### config.mk
export PLATFORM = sky130hd
export DESIGN_NAME = tone_sequence_player_flat
export DESIGN_NICKNAME = d
export VERILOG_FILES = /design/src/rtl/tone_req_if.sv /design/src/rtl/tone_sequence_player.sv /design/src/flat_wrapper.sv
export SDC_FILE = /design/constraint.sdc
export NUM_CORES = 1
export LEC_CHECK = 0
export BUFFER_PORTS_ARGS = -buffer_cell sky130_fd_sc_hd__buf_2
export CORE_UTILIZATION = 30
export DETAILED_ROUTE_END_ITERATION = 12
export PLACE_DENSITY_LB_ADDON = 0.15
export SYNTH_ARGS = -nofsm -noshare
export SYNTH_HDL_FRONTEND = slang
export SYNTH_SLANG_ARGS = --single-unit
### constraint.sdc
create_clock -name clk -period 6 [get_ports clk]
set_input_delay 0.6 -clock clk [delete_from_list [all_inputs] [get_ports clk]]
set_output_delay 0.6 -clock clk [all_outputs]
set_load 0.005 [all_outputs]
### src/rtl/tone_req_if.sv
// Sound-request link between the game sound controller (master) and the tone player (slave).
interface tone_req_if;
  logic       req;
  logic [1:0] sound_type;
  logic       busy;
  logic       done;

  modport master (output req, output sound_type, input busy, input done);
  modport slave  (input req, input sound_type, output busy, output done);
endinterface

### src/rtl/tone_sequence_player.sv
// Plays a short square-wave note sequence chosen by a 2-bit sound type, reporting busy/done.
// Optional feature: define RETRIGGER_EN to let a new request restart a running sequence.
module tone_sequence_player #(
  parameter int CNT_W    = 24,
  parameter int HP_C     = 191113,
  parameter int HP_E     = 151685,
  parameter int HP_G     = 127551,
  parameter int HP_A     = 113636,
  parameter int NOTE_LEN = 10000000,
  parameter int GAP_LEN  = 2000000
) (
  input  logic       clk,
  input  logic       rst,
  tone_req_if.slave  req_if,
  output logic       o_audio
);

  typedef enum logic [1:0] {
    S_IDLE = 2'd0,
    S_TONE = 2'd1,
    S_GAP  = 2'd2,
    S_DONE = 2'd3
  } state_t;

  localparam logic [CNT_W-1:0] C_LAST   = CNT_W'(HP_C - 1);
  localparam logic [CNT_W-1:0] E_LAST   = CNT_W'(HP_E - 1);
  localparam logic [CNT_W-1:0] G_LAST   = CNT_W'(HP_G - 1);
  localparam logic [CNT_W-1:0] A_LAST   = CNT_W'(HP_A - 1);
  localparam logic [CNT_W-1:0] LEN_LAST = CNT_W'(NOTE_LEN - 1);
  localparam logic [CNT_W-1:0] GAP_LAST = CNT_W'(GAP_LEN - 1);
  localparam logic [CNT_W-1:0] CNT_ONE  = CNT_W'(1);
  localparam logic [CNT_W-1:0] CNT_ZERO = CNT_W'(0);

  state_t           r_state, w_state;
  logic [CNT_W-1:0] r_hp_cnt, w_hp_cnt;
  logic [CNT_W-1:0] r_len_cnt, w_len_cnt;
  logic [CNT_W-1:0] r_gap_cnt, w_gap_cnt;
  logic [1:0]       r_note_idx, w_note_idx;
  logic [1:0]       r_type, w_type;
  logic             r_audio, w_audio;
  logic             r_busy, w_busy;
  logic             r_done, w_done;
  logic             w_retrig;
  logic             w_last_note;
  logic [CNT_W-1:0] w_hp_last;

  // Sequence ROM: terminal half-period count of note idx within sound type t.
  function automatic logic [CNT_W-1:0] hp_last(input logic [1:0] t, input logic [1:0] idx);
    case ({t, idx})
      4'b00_00, 4'b00_01: hp_last = A_LAST;
      4'b01_00, 4'b01_01: hp_last = G_LAST;
      4'b10_00:           hp_last = C_LAST;
      4'b10_01:           hp_last = E_LAST;
      4'b11_00:           hp_last = C_LAST;
      4'b11_01:           hp_last = E_LAST;
      4'b11_10:           hp_last = G_LAST;
      4'b11_11:           hp_last = C_LAST;
      default:            hp_last = A_LAST;
    endcase
  endfunction

`ifdef RETRIGGER_EN
  assign w_retrig = req_if.req;
`else
  assign w_retrig = 1'b0;
`endif

  assign w_hp_last   = hp_last(r_type, r_note_idx);
  assign w_last_note = (r_type == 2'd3) ? (r_note_idx == 2'd3) : (r_note_idx == 2'd1);

  // Next-state and next-output logic for the sequencer.
  always_comb begin
    w_state    = r_state;
    w_hp_cnt   = r_hp_cnt;
    w_len_cnt  = r_len_cnt;
    w_gap_cnt  = r_gap_cnt;
    w_note_idx = r_note_idx;
    w_type     = r_type;
    w_audio    = r_audio;
    w_busy     = r_busy;
    w_done     = 1'b0;
    case (r_state)
      S_IDLE: begin
        if (req_if.req) begin
          w_state    = S_TONE;
          w_type     = req_if.sound_type;
          w_note_idx = 2'd0;
          w_hp_cnt   = CNT_ZERO;
          w_len_cnt  = CNT_ZERO;
          w_gap_cnt  = CNT_ZERO;
          w_audio    = 1'b1;
          w_busy     = 1'b1;
        end else begin
          w_audio = 1'b0;
          w_busy  = 1'b0;
        end
      end
      S_TONE: begin
        if (w_retrig) begin
          w_type     = req_if.sound_type;
          w_note_idx = 2'd0;
          w_hp_cnt   = CNT_ZERO;
          w_len_cnt  = CNT_ZERO;
          w_gap_cnt  = CNT_ZERO;
          w_audio    = 1'b1;
        end else if (r_len_cnt == LEN_LAST) begin
          w_audio = 1'b0;
          if (w_last_note) begin
            w_state = S_DONE;
            w_done  = 1'b1;
          end else begin
            w_state    = S_GAP;
            w_note_idx = r_note_idx + 2'd1;
            w_gap_cnt  = CNT_ZERO;
          end
        end else begin
          w_len_cnt = r_len_cnt + CNT_ONE;
          if (r_hp_cnt == w_hp_last) begin
            w_audio  = ~r_audio;
            w_hp_cnt = CNT_ZERO;
          end else begin
            w_hp_cnt = r_hp_cnt + CNT_ONE;
          end
        end
      end
      S_GAP: begin
        if (w_retrig) begin
          w_state    = S_TONE;
          w_type     = req_if.sound_type;
          w_note_idx = 2'd0;
          w_hp_cnt   = CNT_ZERO;
          w_len_cnt  = CNT_ZERO;
          w_gap_cnt  = CNT_ZERO;
          w_audio    = 1'b1;
        end else if (r_gap_cnt == GAP_LAST) begin
          // Every note restarts phase-aligned with the high half first.
          w_state   = S_TONE;
          w_hp_cnt  = CNT_ZERO;
          w_len_cnt = CNT_ZERO;
          w_audio   = 1'b1;
        end else begin
          w_gap_cnt = r_gap_cnt + CNT_ONE;
          w_audio   = 1'b0;
        end
      end
      S_DONE: begin
        w_state = S_IDLE;
        w_audio = 1'b0;
        w_busy  = 1'b0;
      end
      default: begin
        w_state = S_IDLE;
        w_audio = 1'b0;
        w_busy  = 1'b0;
      end
    endcase
  end

  // State, counter and registered-output update.
  always_ff @(posedge clk or posedge rst) begin
    if (rst) begin
      r_state    <= S_IDLE;
      r_hp_cnt   <= CNT_ZERO;
      r_len_cnt  <= CNT_ZERO;
      r_gap_cnt  <= CNT_ZERO;
      r_note_idx <= 2'd0;
      r_type     <= 2'd0;
      r_audio    <= 1'b0;
      r_busy     <= 1'b0;
      r_done     <= 1'b0;
    end else begin
      r_state    <= w_state;
      r_hp_cnt   <= w_hp_cnt;
      r_len_cnt  <= w_len_cnt;
      r_gap_cnt  <= w_gap_cnt;
      r_note_idx <= w_note_idx;
      r_type     <= w_type;
      r_audio    <= w_audio;
      r_busy     <= w_busy;
      r_done     <= w_done;
    end
  end

  assign o_audio     = r_audio;
  assign req_if.busy = r_busy;
  assign req_if.done = r_done;

endmodule

### src/flat_wrapper.sv
// flat-port wrapper written by rule: the top's interface ports become plain ports
module tone_sequence_player_flat 
#(
  parameter int CNT_W    = 24,
  parameter int HP_C     = 191113,
  parameter int HP_E     = 151685,
  parameter int HP_G     = 127551,
  parameter int HP_A     = 113636,
  parameter int NOTE_LEN = 10000000,
  parameter int GAP_LEN  = 2000000
)
  (clk, rst, o_audio, req_if_req, req_if_sound_type, req_if_busy, req_if_done);
  tone_req_if req_if_i ();
  input  logic clk;
  input  logic rst;
  output logic o_audio;
  input wire logic [$bits(req_if_i.req)-1:0] req_if_req;
  input wire logic [$bits(req_if_i.sound_type)-1:0] req_if_sound_type;
  output wire logic [$bits(req_if_i.busy)-1:0] req_if_busy;
  output wire logic [$bits(req_if_i.done)-1:0] req_if_done;
  assign req_if_i.req = req_if_req;
  assign req_if_i.sound_type = req_if_sound_type;
  assign req_if_busy = req_if_i.busy;
  assign req_if_done = req_if_i.done;
  tone_sequence_player #(.CNT_W(CNT_W), .HP_C(HP_C), .HP_E(HP_E), .HP_G(HP_G), .HP_A(HP_A), .NOTE_LEN(NOTE_LEN), .GAP_LEN(GAP_LEN)) u_core (.clk(clk), .rst(rst), .req_if(req_if_i), .o_audio(o_audio));
endmodule
## Word level (Yosys, flattened, before mapping)

Memory sizes are Yosys's and may differ from the RTL's.
Index checks and enable logic that the tools add are counted.

- Memories: 1
- Output and inout port bits: 3
- Bits in read-only memories: 272
- Word-level logic and storage cells: 70
- Input port bits: 5
- Bits in registers: 81

- Reduce and logical (&&, ||, !) cells: 9
- Muxes and demuxes: 30
- Bitwise gates (word level): 1
- $add $sub $neg: 4
- Equal/unequal tests: 16

Memory list:

| memory | depth | width | read ports | clocked after memory_dff | write ports | RTL line | text |
|---|---|---|---|---|---|---|---|
| (name not given) | 16 | 17 | 1 | 0 | 0 | tone_sequence_player.sv:49 | `case ({t, idx})` |

Operator list:

| cell | count |
|---|---|
| one-hot mux 24 bit (3 select lines) | 3 |
| two-way mux 24 bit | 8 |
| adder 24 x 1 -> 24 bit (second input constant) | 3 |
| == test 24 x 21 -> 1 bit (second input constant) | 1 |
| == test 24 bit | 1 |
| == test 24 bit (second input constant) | 1 |
| two-way mux 2 bit | 6 |
| two-way mux 1 bit | 9 |
| == test 2 bit (second input constant) | 4 |
| != test 2 bit (second input constant) | 4 |
| one-hot mux 2 bit (4 select lines) | 1 |
| AND reduction 4 bit | 2 |
| AND reduction 5 bit | 1 |
| == test 2 x 1 -> 1 bit (second input constant) | 2 |
| != test 2 x 1 -> 1 bit (second input constant) | 2 |
| one-hot mux 1 bit (4 select lines) | 1 |
| one-hot mux 2 bit (2 select lines) | 1 |
| nonzero test 2 bit | 2 |
| != test 3 x 1 -> 1 bit (second input constant) | 1 |
| AND reduction 3 bit | 1 |
| nonzero test 3 bit | 1 |
| adder 2 x 1 -> 2 bit (second input constant) | 1 |
| zero test 2 bit | 1 |
| one-hot mux 1 bit (2 select lines) | 1 |
| 2 further kinds | 2 |

## Longest topological paths before layout

Gate-level depths: netlist of the first run.

- Depth after elaboration: 5
- Mapped depth: 11
- Gate-level depth less buffers: 9

## Least setup slack after synthesis of the first run

Ideal clock, no wire load.

- Kind: reg2reg
- From: register u_core.r_note_idx[1]
- To: register u_core.r_hp_cnt[14]
- Library setup time: 0.128 ns
- Required time: 5.872 ns
- Clock period less this slack: 2.563 ns
- Stages on the path, launching flop included: 12
- Setup slack: 3.437 ns
- Data arrival time: 2.436 ns
- Path buffers: 2
- Path through: dfrtp_1 -> clkbuf_1 -> inv_1 -> ha_1 -> nor2b_1 -> o21ai_0 -> xor2_1 -> nor4_2 -> a21oi_1 -> clkbuf_1 -> a31oi_1 -> o31ai_1

- Longest elaborated chain between the ends: 5

Ends and longest elaborated chain:

| element | RTL line | text |
|---|---|---|
| start: declaration | tone_sequence_player.sv:38 | `logic [1:0] r_note_idx, w_note_idx;` |
| start signal: assignment | tone_sequence_player.sv:176 | `r_note_idx <= w_note_idx;` |
| memory read (16 x 17 bit) | -- |  |
| == test 24 bit | tone_sequence_player.sv:118 | `if (r_hp_cnt == w_hp_last) begin` |
| two-way mux 24 bit | tone_sequence_player.sv:118 |  |
| two-way mux 24 bit | tone_sequence_player.sv:106 | `end else if (r_len_cnt == LEN_LAST) begin` |
| one-hot mux 24 bit (3 select lines) | tone_sequence_player.sv:82 | `case (r_state)` |
| end signal: assignment | tone_sequence_player.sv:173 | `r_hp_cnt <= w_hp_cnt;` |
| end: declaration | tone_sequence_player.sv:35 | `logic [CNT_W-1:0] r_hp_cnt, w_hp_cnt;` |

No other way between the ends. The select of a mux whose other input is x is not followed.
A chain may end at the register's enable or synchronous reset.

## Worst setup path after layout of the first run

- From: register u_core.r_gap_cnt[7]
- To: register u_core.r_hp_cnt[8]

- Longest elaborated chain between the ends: 3

Ends and longest elaborated chain:

| element | RTL line | text |
|---|---|---|
| start: declaration | tone_sequence_player.sv:37 | `logic [CNT_W-1:0] r_gap_cnt, w_gap_cnt;` |
| start signal: assignment | tone_sequence_player.sv:175 | `r_gap_cnt <= w_gap_cnt;` |
| == test 24 x 21 -> 1 bit | tone_sequence_player.sv:135 | `end else if (r_gap_cnt == GAP_LAST) begin` |
| != test 2 x 1 -> 1 bit (no line) | -- |  |
| AND reduction 4 bit (no line) | -- |  |

No other way between the ends.

==> flow_summary.ini, run 1 <==
[outcome]
status = finished clean

[finish]
utilization_pct = 34.08
instances_no_fill = 799
drive_gt1_share_pct = 6.861
nNetsFinal = 595
area_growth_pct = 9.856
nFillCells = 1696
n_antenna_cell = 0

[timing]
setup_viol = 0
worstMarginPinSlew_ps = 1132
grt_setup_unrepaired = false
skew_ps = 10.21
hold_viol = 0
timing.final.crit_share_pct = 59.80
fin_crit_ps = 3588
maxSlewHeadroom_pct = 24.52
finalSetupTns_ps = 0
whs_ps = 480.3
maxClockFrequency_mhz = 278.7
slew_violations = 0

[routing]
avgViaCountPerCell = 5.273
wl_per_cell_um = 15.30
first_iter_violations = 269
wl_mm = 12.22
ant_nets = 0
dr.pass1.iters = 5
dr_total_vias = 4213
drcViolationCount = 0

[yosys]
yosysSeqAreaShare_pct = 40.84
synth_warnings = 0
syn_area_per_cell_um2 = 8.456
synth_top_cell_by_area = dfrtp_1
synth_edf_count = 0
synth_cell_types = 57
synthTopCellsByCount = 82 x nand2_1, 81 x dfrtp_1, 55 x o21ai_0, 42 x nor2_1, 39 x nand3_1
synth_seq_cells = 81
netlist.area_leader.share_pct = 40.84
synth_fp_nets = 603
synth_area_leaders = dfrtp_1 41%, nand2_1 6.2%, o21ai_0 5.5%
synth.most_common_cell = nand2_1
synth.cell_area_um2 = 4964
async_reset_ff_share_pct = 100.0
synth_top_flop_cell = dfrtp_1
postSynthCellCount = 587

[worst_setup_path]
cp-end-kind = flop
critPathMaxFanout = 14
worstPathRequired_ps = 6220
path_class = flop to flop
cp-start-kind = flop
worstPathArrival_ps = 3810

[placed_design]
numPortBuffers = 7
gp_congestion = 0.8429
place_hpwl_mm = 8.501
dpl.cell_count = 784

[global_route]
use_met3_pct = 3.379
grt.busiest_layer = met2
grt_start_max_net_pins = 82
grtUsageTotal_pct = 15.98
grtUsageMet1_pct = 21.00
grt_pass1_vias = 4028
grt_antenna_before_repair = 0
grt_pass1_wl_mm = 21.17
met2_usage_pct = 26.17
overflow = 0

[power_and_ir_drop]
p_seq_share_pct = 48.8
p_clk_share_pct = 50.0
p_int_uw = 889.4
power_density_nw_per_um2 = 205.2
power_leakage_uw = 0.002150
max-vdd-ir-drop_uv = 133.9
power_switching_uw = 229.6
total_power_uw = 1119
power_frac_comb_pct = 1.2
swShare_pct = 20.52

[floorplanning]
num_io_pins = 8
initial_core_util_pct = 31.02
dieWidth_um = 130.6
die_area_um2 = 17060
row_count = 46
core-area_um2 = 16000
dieHeight_um = 130.6

[cts]
cts_setup_buffers = 0
cts_buffers = 9
htreeDepth = 3
clk_latency_ps = 340
hold_buffers = 0
cts_root_buffer = clkbuf_16
cts_tree = yes
ctsResizeCount = 0
ctsLongestPathBuffers = 2
clkSinkCount = 81
clk_pin_slew_worst_paths_ps = 60

[job]
maxCapViolations = 0

[hold_path]
hp-class = flop to flop
-- cell families after synthesis --
logic type	synth area share [%]
AOI/OAI and AO/OA	19.03
xor gates and xnor gates	2.294
adders and majority gates	2.773
buffers and inverters	3.882
DFF	40.84
muxes	2.496
and+or+nand+nor	28.69
-- metrics by stage --
stage,instance area [um^2],setup WS (ps)
floorplan,4964,3320
global placement,5156,2514
detailed placement,5156,2374
CTS,5453,2370
global route,5453,2018
finish,5453,2412
-- registers in the layout, summed over array words and instances (netlist names) --
signal and count:
u_core.r_gap_cnt 24, u_core.r_hp_cnt 24, u_core.r_len_cnt 24, u_core.r_note_idx 2
u_core.r_state 2, u_core.r_type 2, u_core.o_audio 1, u_core.req_if.busy 1
u_core.req_if.done 1
-- path summary, 6_finish.rpt --
path | from | end | slack (ps) | cells after the start
setup reg to reg | u_core.r_gap_cnt[7]$_DFFE_PP0P_ | u_core.r_hp_cnt[8]$_DFFE_PP0P_ | 2410 | 6
min in group asynchronous | rst | u_core.r_len_cnt[18]$_DFFE_PP0P_ | 580 | 3
hold reg to reg | u_core.r_gap_cnt[6]$_DFFE_PP0P_ | u_core.r_gap_cnt[6]$_DFFE_PP0P_ | 480 | 1
max in group asynchronous | rst | u_core.r_hp_cnt[12]$_DFFE_PP0P_ | 4740 | 3
hold / removal | u_core.r_gap_cnt[6]$_DFFE_PP0P_ | u_core.r_gap_cnt[6]$_DFFE_PP0P_ | 480 | 1
setup / recovery | u_core.r_gap_cnt[7]$_DFFE_PP0P_ | u_core.r_hp_cnt[8]$_DFFE_PP0P_ | 2410 | 6
-- layout by cell type, fill, tap and decap left out, drive strengths merged, types with 9 or more instances in the layout --
cell and instances:
clkbuf 12, dfrtp 81, mux2i 9, nor4 10, o21ai 55, and2 9, nand4 18, buf 11
o31ai 16, and3 14, a31oi 15, inv 12, nand2 82, nor2b 9, nand3 39, nor2 42
ha 11, nand2b 9, a21oi 29, nor3 14
-- metal layers --
metal  vias to the layer above  wire length (um)
met5                         -                 0
met4                         0               140
met2                        52              5940
met3                        11               364
li1                       2133                 -
met1                      2017              5777
-- critical path, stage by stage (launching register included) --
cell and delay, ps:
dfrtp_1 460, or4_4 570, nor4_4 330, a31oi_2 210
nor2_1 810, nand2_1 590, o311ai_0 490
-- power by group through the flow --
stage	Clock, uW	Sequential (uW)	Combinational (uW)
floorplan	0	556	8.20
global placement	0	556	14.6
detailed placement	0	556	14.6
CTS	581	546	14.6
global route	599	546	16.0
finish	560	546	13.1
-- area by class of cell --
class | count | area, um^2 | area share, %
clock buffer | 12 | 256.5 | 4.704
multi-input combinational | 463 | 2744 | 50.32
tap | 216 | 270.3 | 4.956
inverter | 13 | 50.05 | 0.9179
sequential | 81 | 2027 | 37.17
timing repair buffer | 11 | 65.06 | 1.193
clock inverter | 3 | 40.04 | 0.7343
(Power assumes the default switching activity.)
==> inputs of run 2 (changes only) <==
--- a/config.mk
+++ b/config.mk
@@ -5,6 +5,7 @@
 export SDC_FILE = /design/constraint.sdc
 export NUM_CORES = 1
 export LEC_CHECK = 0
+export ABC_AREA = 1
 export BUFFER_PORTS_ARGS = -buffer_cell sky130_fd_sc_hd__buf_2
 export CORE_UTILIZATION = 30
 export DETAILED_ROUTE_END_ITERATION = 12
==> constraint.sdc (replaced) <==
create_clock -name clk -period 3.6 [get_ports clk]
set_input_delay 0.36 -clock clk [delete_from_list [all_inputs] [get_ports clk]]
set_output_delay 0.36 -clock clk [all_outputs]
set_load 0.005 [all_outputs]
==> flow_summary.ini, run 2 <==
[yosys]
async_reset_ff_share_pct = 100.0
netlist.area_leader.share_pct = 36.40
synth_fp_nets = 825
synth_area_leaders = dfrtp_1 36%, nand2_1 14%, nor2_1 7.8%
synth_warnings = 0
synth_top_cell_by_area = dfrtp_1
synthTopCellsByCount = 209 x nand2_1, 115 x nor2_1, 82 x inv_1, 81 x dfrtp_1, 75 x nand3_1
syn_area_per_cell_um2 = 6.884
postSynthCellCount = 809
synth_edf_count = 0
synth.most_common_cell = nand2_1
synth_top_flop_cell = dfrtp_1
synth_seq_cells = 81
synth_cell_types = 39
synth.cell_area_um2 = 5569
yosysSeqAreaShare_pct = 36.40

[cts]
clk_pin_slew_worst_paths_ps = 70
cts_tree = yes
htreeDepth = 3
hold_buffers = 0
ctsLongestPathBuffers = 2
clkSinkCount = 81
cts_root_buffer = clkbuf_16
cts_buffers = 9
ctsResizeCount = 0
clk_latency_ps = 350
cts_setup_buffers = 0

[job]
maxCapViolations = 0

[finish]
final_common_cell = nand2_1
drive_gt1_share_pct = 7.721
final_cell_mix = 209 x nand2_1, 115 x nor2_1, 81 x inv_1, 81 x dfrtp_1, 75 x nand3_1
area_growth_pct = 9.234
nFillCells = 1945
n_antenna_cell = 0
largest_registers = u_core.r_gap_cnt x24, u_core.r_hp_cnt x24, u_core.r_len_cnt x24
nNetsFinal = 827

[worst_setup_path]
path_class = flop to flop
cp-start-kind = flop
rrSetupSlack_ps = 900
crit_path_top_delay_cell = nor2_4
crit_top_cell = nand2_1
path_buf_inv = 2
cpPeakStageDelay_ps = 530
cp-end-kind = flop
crit_family = simple AND/OR/NAND/NOR gates
r2r_start = u_core.r_len_cnt[0]$_DFFE_PP0P_
path_cells = ha_1, nand2_1, nor2_4, inv_2, nor2_1, nand3_1, nand2_1, nand2_1, nor2_4, inv_2, o21ai_1, nand2_1, nor2_1
worstPathRequired_ps = 3890
startpoint = u_core.r_len_cnt[0]$_DFFE_PP0P_
critPathMaxFanout = 32
worstPathArrival_ps = 2980

[timing]
setup_ws_ps = 904.2
worstMarginPinSlew_ps = 819.5
skew_ps = 9.205
setup_viol = 0
grt_setup_unrepaired = false
timing.final.crit_share_pct = 74.88
hold_viol = 0
maxClockFrequency_mhz = 370.9
finalSetupTns_ps = 0
slew_violations = 0
fin_crit_ps = 2696
whs_ps = 145.7
maxSlewHeadroom_pct = 45.31

[global_route]
grt_pass1_wl_mm = 26.36
grt_antenna_before_repair = 0
grt_start_max_net_pins = 46
grt_pass1_vias = 5013
overflow = 0
grtUsageTotal_pct = 17.36

[routing]
dr.pass1.iters = 5
wl_per_cell_um = 14.75
ant_nets = 0
dr_total_vias = 5123
drcViolationCount = 0
wl_mm = 15.41
first_iter_violations = 343
avgViaCountPerCell = 4.902

[placed_design]
numPortBuffers = 7
place_hpwl_mm = 11.47
place_ws_ps = 871.8
gp_congestion = 0.8961

[power_and_ir_drop]
max-vdd-ir-drop_uv = 323.4
power_leakage_uw = 0.002628
power_density_nw_per_um2 = 541.2

[floorplanning]
die_area_um2 = 19110
row_count = 49
num_io_pins = 8
dieWidth_um = 138.3
core-area_um2 = 18090
dieHeight_um = 138.3
initial_core_util_pct = 30.79

[outcome]
status = finished clean

[hold_path]
hp-class = primary input to asynchronous set/reset pin
==> run 2: cell types whose count changed in the layout (fill, tap and decap cells not counted), moves of 12 or more <==
cell | previous run | this run
and3_1 | 14 | 1
a21oi_1 | 29 | 17
nand2_1 | 82 | 209
xor2_1 | 8 | 24
nor3_1 | 14 | 30
nand4_1 | 18 | 34
nor2_1 | 42 | 115
inv_1 | 12 | 81
a31oi_1 | 14 | 1
o21ai_0 | 55 | 25
nand3_1 | 39 | 75
==> run 2: final timing paths <==
path                                               endpoint  cells after the start
setup / recovery            u_core.r_gap_cnt[4]$_DFFE_PP0P_                     13
hold reg to reg              u_core.req_if.busy$_DFFE_PP0P_                      2
min in group clk               u_core.r_type[1]$_DFFE_PP0P_                      3
max in group asynchronous   u_core.r_hp_cnt[23]$_DFFE_PP0P_                      3
hold / removal             u_core.r_gap_cnt[21]$_DFFE_PP0P_                      2
setup reg to reg            u_core.r_gap_cnt[4]$_DFFE_PP0P_                     13
==> run 2: metal layers <==
metal  part of all wire (%)  vias up  GRT usage, %
met1                     47     2374         22.36
met2                     48       77         29.59
li1                       -     2655             -
met4                    1.5        0         5.027
met3                    3.5       17         3.256
met5                      0        -             0
==> run 2: worst register-to-register path, delay by kind of cell, from the launching register on <==
kind                       cells  cell delay, ps
buffers and inverters          2             390
DFF                            1             370
adders and majority gates      1             240
and+or+nand+nor                9            1430
AOI/OAI and AO/OA              1             190
==> run 2: final cells by class <==
cell class | instances | area, um^2 | area share, %
multi-input cells | 615 | 3074 | 50.53
flip-flops and latches | 81 | 2027 | 33.32
inverters | 93 | 350.3 | 5.759
well taps | 229 | 286.5 | 4.710
clock buffers | 9 | 225.2 | 3.702
repair buffers | 11 | 65.06 | 1.070
clock inverters | 7 | 55.05 | 0.9050
==> run 2: where the power goes <==
part	leakage, uW	switching, uW	internal, uW	total (uW)
registers	0.00111	97.4	991	1090
logic	0.00138	983	328	1310
clock network	0.000138	418	475	893
total	0.00263	1500	1790	3290
==> run 2: through the flow <==
stage	total power, uW	std cells	utilization [%]	area, um^2
detailed placement	2444	1029	32.09	5803
finish	3292	1045	33.64	6083
global route	3577	1045	33.64	6083
global placement	2446	1029	32.09	5803
CTS	3357	1045	33.64	6083
floorplan	2164	809	-	5569
==> run 2: kinds of logic (layout without fill, tap and decap cells) <==
kind of cell / after synthesis / count (layout) / share of synthesized area [%]
xor+xnor: 31 / 31 / 4.875
flops: 81 / 81 / 36.40
fa+ha+maj: 11 / 11 / 2.471
buf+inv: 113 / 120 / 8.403
simple gates: 501 / 501 / 40.40
compound gates: 72 / 72 / 7.459
